<file path="config.mk">
export PLATFORM = sky130hd
export DESIGN_NAME = mirror_pattern_counter
export DESIGN_NICKNAME = d
export VERILOG_FILES = /design/src/rtl/mirror_pattern_counter.sv
export SDC_FILE = /design/constraint.sdc
export NUM_CORES = 1
export LEC_CHECK = 0
export ABC_CLOCK_PERIOD_IN_PS = 1900
export CAP_MARGIN = 20
export CORE_AREA = 2 2 39 41
export DETAILED_ROUTE_END_ITERATION = 8
export DIE_AREA = 0 0 41 43
export HOLD_SLACK_MARGIN = 0.03
export PLACE_DENSITY = 0.78
export REMOVE_ABC_BUFFERS = 1
export SKIP_LAST_GASP = 1
export SLEW_MARGIN = 20
export SYNTH_ARGS = -nofsm -noshare
export SYNTH_HDL_FRONTEND = slang
export SYNTH_SLANG_ARGS = --single-unit
</file>
<file path="constraint.sdc">
create_clock -name clk -period 1.9 [get_ports clk]
set_input_delay 0.38 -clock clk [delete_from_list [all_inputs] [get_ports clk]]
set_output_delay 0.38 -clock clk [all_outputs]
set_load 0.01 [all_outputs]
</file>
<file path="src/rtl/mirror_pattern_counter.sv">
// mirror_pattern_counter
// Produces a WIDTH-bit pattern with a mirrored pair of bits set, at
// positions pos and WIDTH-1-pos. The pair can move inward, move outward,
// bounce between the edge and the centre, or hold. An enable-driven
// prescaler sets the step rate. Other features are a position load and a
// one-cycle wrap pulse at the end of each sequence.
// Parameter legality: WIDTH must be even and >= 4, 2**POS_W >= WIDTH/2,
// and DIV >= 1. The design does not check these; the instantiating
// design must meet them.

module mirror_pattern_counter #(
    parameter int WIDTH = 8,
    parameter int POS_W = 2,
    parameter int DIV   = 1
) (
    input  logic             clk,
    input  logic             clear,
    input  logic             enable,
    input  logic [1:0]       mode,
    input  logic             load,
    input  logic [POS_W-1:0] load_pos,
    output logic [WIDTH-1:0] pattern_out,
    output logic [POS_W-1:0] pos,
    output logic             dir,
    output logic             wrap
);

    typedef enum logic [1:0] {
        MODE_INWARD  = 2'b00,
        MODE_OUTWARD = 2'b01,
        MODE_BOUNCE  = 2'b10,
        MODE_HOLD    = 2'b11
    } mode_e;

    typedef enum logic {
        DIR_IN  = 1'b0,
        DIR_OUT = 1'b1
    } dir_e;

    localparam int unsigned N     = WIDTH / 2;
    localparam int          PRE_W = (DIV > 1) ? $clog2(DIV) : 1;

    localparam logic [POS_W-1:0] POS_ZERO   = '0;
    localparam logic [POS_W-1:0] POS_ONE    = POS_W'(1);
    localparam logic [POS_W-1:0] POS_LAST   = POS_W'(N - 1);
    localparam logic [POS_W-1:0] POS_PENULT = POS_W'(N - 2);
    localparam logic [PRE_W-1:0] PRE_LAST   = PRE_W'(DIV - 1);

    mode_e            mode_s;
    logic [POS_W-1:0] pos_q, pos_d;
    dir_e             dir_q, dir_d;
    logic             wrap_q, wrap_d;
    logic [PRE_W-1:0] presc_q, presc_d;

    logic             counting;
    logic             tick;
    logic             pos_valid;
    logic             load_in_range;
    logic [POS_W-1:0] step_pos;
    dir_e             step_dir;
    logic             step_wrap;

    assign mode_s = mode_e'(mode);

    // Work out whether the prescaler is counting this cycle and whether it
    // completes a period. Hold mode freezes it in the same way enable=0 does.
    always_comb begin
        counting      = enable && (mode_s != MODE_HOLD);
        tick          = counting && (presc_q == PRE_LAST);
        pos_valid     = 32'(pos_q) < N;
        load_in_range = 32'(load_pos) < N;
    end

    // Compute the candidate position, direction and wrap for a tick in the
    // current mode. In bounce mode the pair reflects at either end without
    // repeating the endpoint. A full round trip ends on reaching position 0.
    always_comb begin
        step_pos  = pos_q;
        step_dir  = dir_q;
        step_wrap = 1'b0;
        case (mode_s)
            MODE_INWARD: begin
                if (pos_q == POS_LAST) begin
                    step_pos  = POS_ZERO;
                    step_wrap = 1'b1;
                end else begin
                    step_pos = pos_q + 1'b1;
                end
            end
            MODE_OUTWARD: begin
                if (pos_q == POS_ZERO) begin
                    step_pos  = POS_LAST;
                    step_wrap = 1'b1;
                end else begin
                    step_pos = pos_q - 1'b1;
                end
            end
            MODE_BOUNCE: begin
                if (dir_q == DIR_IN) begin
                    if (pos_q == POS_LAST) begin
                        step_dir = DIR_OUT;
                        step_pos = POS_PENULT;
                    end else begin
                        step_pos = pos_q + 1'b1;
                    end
                end else begin
                    if (pos_q == POS_ZERO) begin
                        step_dir = DIR_IN;
                        step_pos = POS_ONE;
                    end else begin
                        step_pos = pos_q - 1'b1;
                    end
                end
                step_wrap = (step_pos == POS_ZERO);
            end
            default: begin
                step_pos  = pos_q;
                step_dir  = dir_q;
                step_wrap = 1'b0;
            end
        endcase
    end

    // Select the next state. Priority is load first, then recovery from an
    // out-of-range position (whatever enable and mode are), then a tick.
    // The prescaler keeps counting during recovery; only load clears it.
    always_comb begin
        pos_d   = pos_q;
        dir_d   = dir_q;
        wrap_d  = 1'b0;
        presc_d = presc_q;
        if (counting) begin
            presc_d = tick ? '0 : presc_q + 1'b1;
        end
        if (load) begin
            pos_d   = load_in_range ? load_pos : POS_ZERO;
            dir_d   = DIR_IN;
            presc_d = '0;
        end else if (!pos_valid) begin
            pos_d = POS_ZERO;
            dir_d = DIR_IN;
        end else if (tick) begin
            pos_d  = step_pos;
            dir_d  = step_dir;
            wrap_d = step_wrap;
        end
    end

    // State registers with synchronous clear, which takes priority over load.
    always_ff @(posedge clk) begin
        if (clear) begin
            pos_q   <= '0;
            dir_q   <= DIR_IN;
            wrap_q  <= 1'b0;
            presc_q <= '0;
        end else begin
            pos_q   <= pos_d;
            dir_q   <= dir_d;
            wrap_q  <= wrap_d;
            presc_q <= presc_d;
        end
    end

    // Decode the registered position directly into the mirrored bit pair.
    always_comb begin
        pattern_out = '0;
        for (int i = 0; i < WIDTH; i++) begin
            if ((32'(pos_q) == i) || (32'(pos_q) == (WIDTH - 1 - i))) begin
                pattern_out[i] = 1'b1;
            end
        end
    end

    assign pos  = pos_q;
    assign dir  = (dir_q == DIR_OUT);
    assign wrap = wrap_q;

endmodule
</file>
==> run summary, run 1 <==
========================================================================================
Status                                                                      complete, no violations
Remaining max-slew budget at the tightest pin                                     73.88%
Highest clock frequency the design can meet                                   0.5448 GHz
Global-route usage over all layers                                                14.13%
Met1 routing resource usage after global routing                                  16.29%
Pin count of the biggest net entering global routing                                   7
Fill cell total of the finished layout                                               138
DIE HEIGHT                                                                         43 um
Data arrival time at the worst-slack endpoint                                    1.46 ns
Buffer levels on the longest clock path                                                2
Critical Path RT                                                                 1.52 ns
Post-synthesis cell count                                                             55
Proportion of synthesized chip area in sequential cells                           21.68%
Setup crit end kind                                                         primary output
Nature of the critical path startpoint                                              flop
Largest incremental delay on the critical path                                   0.54 ns
Antenna diodes                                                                         0
GPL Wtd Cong                                                                      0.7340
Number of cells in the finished layout apart from fillers                             96
Final antenna-violating net count                                                      0
Wire length of the first global-routing pass                                    1.669 mm
Width of the die                                                                   41 um
Relative area change from synthesis to final layout                               56.64%
Power density of the placed cells                                           517.5 nW/um^2
Router iterations before antenna repair                                                4
Routed length per instance                                                      11.32 um
Most congested layer reported by global routing                                     met2
Dominant cells by area after synthesis                                      sky130_fd_sc_hd__ha_1, sky130_fd_sc_hd__dfxtp_1, sky130_fd_sc_hd__buf_4
Antenna violations before repair                                                       0
Worst slack on hold paths                                                      0.4932 ns
Starting DRC count in detailed routing                                                 7
Count of unresolved DRC violations after routing                                       0
Clk slew on worst S/H paths                                                      0.04 ns
Setup-violating endpoint count in the final report                                     0
Number of levels in the clock H-tree                                                   1
Routed Wire Length                                                              1.087 mm
Worst Hold Class                                                            flop to flop
Die Outline Area                                                              1763 sq um
Unrepaired setup endpoints after global routing                                      yes
Count of unique library cells instantiated by Yosys                                   24
Yosys warns                                                                            0
Number of global-route vias before repair                                            434
CP Max Fanout                                                                          6
Post-Layout Inst Area                                                        723.2 sq um
TritonCTS clock tree                                                               built
Cell row count                                                                        14
Count of nets after finishing                                                         99
Share of Yosys cell area claimed by the top area cell type                        27.10%
Crit path setup slack, layout                                                 0.06447 ns
Synthesized area                                                             461.7 sq um
Total instance count after detailed placement                                         91
Starting utilization of the core area                                             33.36%
Routed via count                                                                     481
Fin Clk Skew                                                                 0.001439 ns
I/O Pins                                                                              20
Max IR drop VDD                                                                 128.9 uV
CTS Root Cell                                                               sky130_fd_sc_hd__clkbuf_4
Final max-slew violation count                                                         0
Top cell type by total area after synthesis                                 sky130_fd_sc_hd__ha_1
Cell Area, Placed                                                            679.4 sq um
Count of max-cap constraint violations                                                 0
Core Footprint                                                                1384 sq um
Fraction of final layout cells sized beyond drive strength 1                      21.25%
Sum of buffers and inverters on the critical path                                      2
Count of port buffers added during placement                                          19
Total clock buffers created by CTS                                                     3
Flip-flop and latch count after synthesis                                              5
Met3 layer usage reported by global route                                             0%
Average cell area after synthesis                                            8.394 sq um
Worst slack, placed                                                           -0.1922 ns
Hold-fix buffer count after cts                                                        0
Number of hold violations in the final report                                          0
Final worst-path cycle share                                                      96.61%
Met2 Usage GRT                                                                    22.50%
LEAKAGE                                                                        0.3149 nW
Total half-perimeter wirelength after legalization and detailed placement       876.8 um
Actual transition at the worst max-transition pin                              0.3903 ns
Shortest period the worst path allows                                           1.836 ns
Kind of cell with the highest combined delay on the critical path           buffers and inverters
Slowest stage cell on the critical path                                     sky130_fd_sc_hd__clkdlybuf4s50_1
Series of cell instances along the critical path                            buf_4 -> ha_1 -> clkdlybuf4s50_1
Skew-Pair Late Insertion Delay                                                   0.25 ns
Remaining global-route overflow                                                        0
TritonCTS sink count                                                                   5
Via-per-instance ratio                                                             5.010
Critical path class                                                         flop to primary output
========================================================================================
[placed cells by master, fill, tap and decap left out, types with 3 or more instances in the layout]
master	count
sky130_fd_sc_hd__dfxtp_1	3
sky130_fd_sc_hd__nor2_1	3
sky130_fd_sc_hd__ha_1	8
sky130_fd_sc_hd__nand2_1	8
sky130_fd_sc_hd__clkdlybuf4s50_1	18
sky130_fd_sc_hd__inv_1	3
sky130_fd_sc_hd__clkbuf_4	3
sky130_fd_sc_hd__buf_4	6
[final cells by class]
type | count | area (sq um) | area share, %
multi-input combinational | 42 | 321.6 | 44.46
timing repair buffer | 25 | 237.7 | 32.87
sequential | 5 | 102.6 | 14.19
clock buffer | 4 | 26.28 | 3.633
tap | 16 | 20.02 | 2.768
inverter | 4 | 15.01 | 2.076
[final timing paths]
| path | start | endpoint | slack, ns | cells past startpoint |
|---|---|---|---|---|
| worst min-delay path | presc_q | presc_q | 0.49 | 1 |
| worst max register to register | pos[1] | pos[1] | 0.48 | 5 |
| worst max-delay path | pos[0] | pattern_out[6] | 0.06 | 3 |
| worst min register to register | presc_q | presc_q | 0.49 | 1 |
[cell usage after synthesis, drive strengths merged]
library cell,count
or4,1
a22oi,1
nor2,3
o31ai,1
nor3,1
nor2b,2
ha,10
buf,4
nor3b,1
o211ai,1
nand2b,1
o31a,1
mux2,1
o221ai,1
nand2,8
dfxtp,5
a31oi,1
nand4,1
nand3b,1
inv,4
a21oi,2
and3,1
a31o,1
o21ai,2
[power by group]
group / internal [W] / switching [W] / total [W] / leakage [nW]
sequential: 0.000110 / 0.00000601 / 0.000116 / 0.0414
clock: 0.0000796 / 0.0000462 / 0.000126 / 0.0150
combinational: 0.0000764 / 0.0000563 / 0.000133 / 0.259
total: 0.000266 / 0.000108 / 0.000374 / 0.315
[cell families (layout without fill, tap and decap cells)]
logic type	after synthesis	in the layout	synth area share, %
simple gates	20	20	22.77
compound gates	11	11	16.26
fa+ha+maj	10	10	27.10
buf+inv	8	33	9.755
flops	5	5	21.68
mux	1	1	2.439
[state kept, by name, summed over array words and instances, names as in the netlist]
signal   count
pos          2
dir          1
presc_q      1
wrap         1
[repair_timing]
| item | in CTS | in global routing |
|---|---|---|
| endpoints found under the setup margin | 6 | 3 |
| gates resized for setup | 3 | 3 |
| pin swaps | 0 | 1 |
| setup buffers | 0 | 1 |
[worst register-to-register path, cell delays in order (launching register included)]
cell	delay [ns]
sky130_fd_sc_hd__dfxtp_2	0.38
sky130_fd_sc_hd__inv_1	0.10
sky130_fd_sc_hd__ha_1	0.29
sky130_fd_sc_hd__mux2_2	0.33
sky130_fd_sc_hd__o31ai_1	0.08
sky130_fd_sc_hd__a31o_2	0.19
[through the flow]
stage               util [%]  setup TNS [ns]  total power [W]
global placement       49.10         -0.1680        0.0002435
floorplan                  -               0        0.0001772
finish                 52.26               0        0.0003742
global route           52.26      -0.0002875        0.0003995
detailed placement     49.10         -0.2578        0.0002464
CTS                    51.36               0        0.0003794
[metal layers]
layer	vias up	wire (um)
met5	-	0
met4	0	19
met3	2	45
met2	16	584
met1	224	438
li1	239	-
Power figures use the tool's default switching activity.
==> run 2, diff against run 1 <==
--- a/config.mk
+++ b/config.mk
@@ -8,6 +8,7 @@
 export ABC_CLOCK_PERIOD_IN_PS = 1900
 export CAP_MARGIN = 20
 export CORE_AREA = 2 2 39 41
+export CTS_CLUSTER_DIAMETER = 40
 export DETAILED_ROUTE_END_ITERATION = 8
 export DIE_AREA = 0 0 41 43
 export HOLD_SLACK_MARGIN = 0.03
==> results of run 2 <==
No change in the layout: final DEF, timing and power equal those of run 1.
==> patch 1: new RTL, config.mk and constraints of run 1 <==
The parameter `WIDTH` goes from 8 to 12.
--- a/src/rtl/mirror_pattern_counter.sv
+++ b/src/rtl/mirror_pattern_counter.sv
@@ -11,3 +11,3 @@
 module mirror_pattern_counter #(
-    parameter int WIDTH = 8,
+    parameter int WIDTH = 12,
     parameter int POS_W = 2,
Interface: changed (resized pattern_out); port bits go from 20 to 24. No check against the original RTL was run, so the function may have changed too.
==> patch 1 against run 1 <==
  * Synthesized cell count is 9.1% lower
  * Worst hold slack worse by 5.5 ps
  * Via count down 22%
  * Setup slack improved by 57 ps
  * Clock power down 6%
  * Routed wire length decreased by 30%
  * Die area unchanged
  * Total power down 11%
  * Sequential cell count is the same
  * Cell area shrank 17%
  * Register-to-register slack better by 240 ps
  * Synthesized area shrank 9.8%
==> patch 1: results (changes against run 1) <==
* Status: complete, no violations
* Share of layout cells above drive strength 1 at 11.94% (-9.3 points)
* Total number of vias at 377 (-22%)
* Post-synth ARST share at 0% (unchanged)
* Nets at 80 (-19%)
* Met2 Use GR at 14.06% (-8.4 points)
* Worst path arrival time at 1900 ps (+440 ps)
* Commonest cells in the netlist: 8 x buf_4, 5 x dfxtp_1, 5 x nor2_1
* Worst vdd ir at 281.5 uV (+120%)
* GRT Util Overall at 11.06% (-3.1 points)
* Post-synthesis cell type count at 22 (-8.3%)
* Routing usage on met3 at 4.712% (+4.7 points)
* Pre-Repair DR Iteration Count at 6 (+2)
* Vias in the first global route at 322 (-26%)
* Worst Skew at 3.460 ps (+2.021 ps)
* Iteration-0 DRC Markers at 10 (+3)
* Gp weighted congestion at 0.7626 (+3.9%)
* Final wirelength at 766 um (-30%)
* HPWL Detailed at 640.1 um (-27%)
* Antenna violations before repair at 0 (unchanged)
* R2r startpoint: presc_q$_SDFFE_PP0N_
* FILL cells at 150 (+8.7%)
* Ranking of synthesized cells by area: dfxtp_1 24%, buf_4 14%, ha_1 12%
* Fmax at 562.2 MHz (+3.2%)
* Synth area leader: dfxtp_1
* R2R depth at 4 (-1)
* Hold EP: presc_q$_SDFFE_PP0N_
* Post-CTS Setup Bufs at 0 (unchanged)
* Met1 Track Usage GR at 15.16% (-1.1 points)
* Largest net degree at the start of global routing at 12 (+5)
* R2R Setup Slk at 720 ps (+240 ps)
* Global-route wire length before repair at 1304 um (-22%)
* DP Worst Slack at -125.0 ps (+67.15 ps)
* Post-synthesis sequential area ratio at 24.02% (+2.3 points)
* Leak at 0.0002504 uW (-20%)
patch 1: cell count changes after synthesis, sizes merged, moves of 2 or more:
cell	before	now
a21oi	2	4
buf	4	9
ha	10	4
mux2i	0	2
nand2	8	2
nor2	3	5
nor4b	0	2
patch 1: area by class of cell:
type | count | area (um^2) | area share (%)
Inverter | 3 | 11.26 | 1.871
Timing Repair Buffer | 19 | 190.2 | 31.60
Multi-Input combinational cell | 36 | 251.5 | 41.79
Tap cell | 16 | 20.02 | 3.326
Clock buffer | 4 | 26.28 | 4.366
Sequential cell | 5 | 102.6 | 17.05
patch 1: logic make-up (layout without fill, tap and decap cells):
kind of cell             after synthesis  in the layout  synth area share [%]
multiplexers                           2              2                 4.805
other                                  1              4                0.9000
buffers and inverters                 12             26                 18.32
adder cells (fa/ha/maj)                4              4                 12.01
AND/OR/NAND/NOR                       17             17                 24.03
flip-flops                             5              5                 24.02
AO/OA/AOI/OAI                          9              9                 15.92
patch 1: report_power, final:
group	switching (uW)	internal, uW
Sequential	6.61	110
Combinational	43.8	55.5
Clock	39.9	79.1
Total	90.3	244
patch 1: worst max-delay path by stage:
stage                        start             endpoint
6_report                   mode[0]  pos[0]$_SDFFE_PP0P_
5_1_grt        pos[0]$_SDFFE_PP0P_       pattern_out[1]
4_1_cts        pos[1]$_SDFFE_PP0P_       pattern_out[2]
3_5_place_dp               mode[0]  pos[0]$_SDFFE_PP0P_
3_3_place_gp               mode[0]  pos[0]$_SDFFE_PP0P_
2_1_floorplan              mode[0]  pos[0]$_SDFFE_PP0P_
patch 1: metrics by stage:
step	cell area, um^2	power [uW]	hold slack [ps]	std cells
finish	601.8	334.5	487.7	83
global route	601.8	366.1	507.6	83
CTS	600.6	342.2	493.4	83
detailed placement	573.1	216.9	487.8	79
global placement	573.1	215.5	481.2	79
floorplan	362.8	163.8	444.6	44
patch 1: timing repair:
action                     in CTS  in global routing
setup endpoints to repair       1                  2
gates cloned                    0                  0
gates resized for setup         1                  1
hold buffers                    0                  0
patch 1: per-layer routing:
metal,up-vias,share of wire (%)
met5,-,0
met4,0,0
met3,0,6.4
met2,18,48
met1,166,46
li1,193,-
patch 1: worst max-delay path: stages:
cell and delay, ps:
clkdlybuf4s50_1 510, inv_1 70, ha_1 270, o31ai_2 330
mux2i_1 250, a211oi_2 80
==> patch 2: new RTL, flow settings as in run 1 <==
Without the edit above. Add an input register stage for `clear`, `enable`, `mode`, `load` and `load_pos`; this delays them by one clock.
--- a/src/rtl/mirror_pattern_counter.sv
+++ b/src/rtl/mirror_pattern_counter.sv
@@ -48,2 +48,16 @@
 
+    logic clear_q;
+    logic enable_q;
+    logic [1:0] mode_q;
+    logic load_q;
+    logic [POS_W-1:0] load_pos_q;
+
+    always_ff @(posedge clk) begin
+        clear_q    <= clear;
+        enable_q   <= enable;
+        mode_q     <= mode;
+        load_q     <= load;
+        load_pos_q <= load_pos;
+    end
+
     mode_e            mode_s;
@@ -62,3 +76,3 @@
 
-    assign mode_s = mode_e'(mode);
+    assign mode_s = mode_e'(mode_q);
 
@@ -67,6 +81,6 @@
     always_comb begin
-        counting      = enable && (mode_s != MODE_HOLD);
+        counting      = enable_q && (mode_s != MODE_HOLD);
         tick          = counting && (presc_q == PRE_LAST);
         pos_valid     = 32'(pos_q) < N;
-        load_in_range = 32'(load_pos) < N;
+        load_in_range = 32'(load_pos_q) < N;
     end
@@ -134,4 +148,4 @@
         end
-        if (load) begin
-            pos_d   = load_in_range ? load_pos : POS_ZERO;
+        if (load_q) begin
+            pos_d   = load_in_range ? load_pos_q : POS_ZERO;
             dir_d   = DIR_IN;
@@ -150,3 +164,3 @@
     always_ff @(posedge clk) begin
-        if (clear) begin
+        if (clear_q) begin
             pos_q   <= '0;
Formal check against the unedited RTL: not equivalent (Yosys sat finds a counterexample within 4 cycles, from zero or initial values).
==> patch 2 against run 1 <==
  * Cell area is 17% higher
  * Total power is 59% higher
  * Routed wire length fell by 7.9%
  * Sequential cell count rose by 7
  * Final cell count decreased by 1.0%
  * Setup slack improved by 39 ps
  * Critical endpoint is now pattern_out[1]
  * Non-clock buffer count is 6 lower
  * Worst hold slack got worse by 41 ps
  * Largest cell class unchanged
  * Core utilization grew 8.7 points
  * Largest power group is now sequential cells
  * Synthesized area is 30% higher
==> patch 2: results (changes against run 1) <==
* Global-route wire length before repair at 1697 um (+1.7%)
* Clk root buf: clkbuf_4
* Fmax at 556.6 MHz (+2.2%)
* Worst vdd ir at 377.5 uV (+190%)
* H-tree levels at 1 (unchanged)
* HPWL Detailed at 760.8 um (-13%)
* Post-CTS Setup Bufs at 0 (unchanged)
* GRT Util Overall at 14.27% (+0.14 points)
* Commonest cells in the netlist: 12 x dfxtp_1, 9 x ha_1, 4 x a21oi_1, 4 x buf_4, 4 x inv_1
* Crit path max-delay family: buffers and inverters
* Yosys warning count at 0 (unchanged)
* Total number of vias at 491 (+2.1%)
* R2R depth at 7 (+2)
* Iteration-0 DRC Markers at 12 (+5)
* Clock buffer depth at 2 (unchanged)
* Setup crit end: pattern_out[1]
* Routing usage on met3 at 3.665% (+3.7 points)
* R2r startpoint: mode_q[0]$_DFF_P_
* Final wirelength at 1001 um (-7.9%)
* Vias in the first global route at 446 (+2.8%)
* FILL cells at 116 (-16%)
* R2R Setup Slk at 320 ps (-160 ps)
* Share of layout cells above drive strength 1 at 13.92% (-7.3 points)
* Leak at 0.0003746 uW (+19%)
* Status: complete, no violations
* Gp weighted congestion at 0.7560 (+3.0%)
* Worst setup path startpoint: pos[1]$_SDFFE_PP0P_
* Ranking of synthesized cells by area: dfxtp_1 40%, ha_1 19%, buf_4 5.0%
* Slew headroom at 81.23% (+7.3 points)
* Largest net degree at the start of global routing at 9 (+2)
* Worst path arrival time at 1420 ps (-40 ps)
* Post-synthesis sequential area ratio at 40.00% (+18 points)
* Pre-Repair DR Iteration Count at 4 (unchanged)
* Met1 Track Usage GR at 15.51% (-0.78 points)
* Nets at 97 (-2.0%)
* DP Worst Slack at 173.5 ps (+365.7 ps)
* Met2 Use GR at 21.88% (-0.63 points)
* Worst Skew at 0.6118 ps (-0.8268 ps)
* Clock-pin slew of the registers on the worst-case setup and hold paths at 70 ps (+30 ps)
* CP Max Fanout at 5 (-1)
patch 2: repair_timing:
| action | CTS | global route |
|---|---|---|
| setup endpoints to repair | 6 | 7 |
| endpoints found under the hold margin | 0 | 0 |
| resized for setup | 4 | 6 |
patch 2: worst min-delay path by stage:
stage / start / endpoint / slack (ps) / cells past startpoint
after detailed placement: presc_q$_SDFFE_PP0N_ / presc_q$_SDFFE_PP0N_ / 450 / 2
after CTS: load_pos_q[0]$_DFF_P_ / pos[0]$_SDFFE_PP0P_ / 450 / 2
after floorplan: clear / clear_q$_DFF_P_ / 410 / 0
after global placement: presc_q$_SDFFE_PP0N_ / presc_q$_SDFFE_PP0N_ / 440 / 2
after global routing: load_pos_q[0]$_DFF_P_ / pos[0]$_SDFFE_PP0P_ / 470 / 2
final: load_pos_q[0]$_DFF_P_ / pos[0]$_SDFFE_PP0P_ / 450 / 2
patch 2: layout make-up:
| type | count | area [um^2] | share of cell area (%) |
|---|---|---|---|
| Clock buffer | 4 | 36.28 | 4.303 |
| Timing Repair Buffer | 19 | 196.4 | 23.29 |
| Inverter | 4 | 15.01 | 1.780 |
| Tap cell | 16 | 20.02 | 2.374 |
| Multi-Input combinational cell | 40 | 330.3 | 39.17 |
| Sequential cell | 12 | 245.2 | 29.08 |
patch 2: through the flow:
stage / cells / TNS, ps / power (uW) / cell area [um^2]
5_1_grt: 95 / 0 / 631.5 / 843.3
3_3_place_gp: 91 / 0 / 402.7 / 780.7
6_report: 95 / 0 / 593.7 / 843.3
4_1_cts: 95 / -7.210 / 601.1 / 822.0
3_5_place_dp: 91 / 0 / 404.4 / 780.7
2_1_floorplan: 56 / 0 / 348.4 / 570.5
patch 2: layer usage:
layer | part of all wire (%) | routed length (um)
met1 | 41 | 407
met2 | 49 | 491
met3 | 7.6 | 76
met4 | 2.5 | 25
met5 | 0 | 0
patch 2: logic make-up after synthesis:
group                      Yosys count  synth area share [%]
and+or+nand+nor                     17                 16.67
AOI/OAI and AO/OA                   12                 13.75
DFF                                 12                 40.00
adders and majority gates            9                 18.75
buffers and inverters                8                 7.499
muxes                                2                 3.333
patch 2: worst min-delay path, stage by stage, from the launching register on:
cell	delay (ps)
dfxtp_1	300
nand2_1	50
o22ai_1	70
patch 2: power breakdown:
group	internal [uW]	switching (uW)	leakage [uW]
clock	116	78.5	0.0000210
sequential	263	11.6	0.000101
combinational	69.6	54.2	0.000253
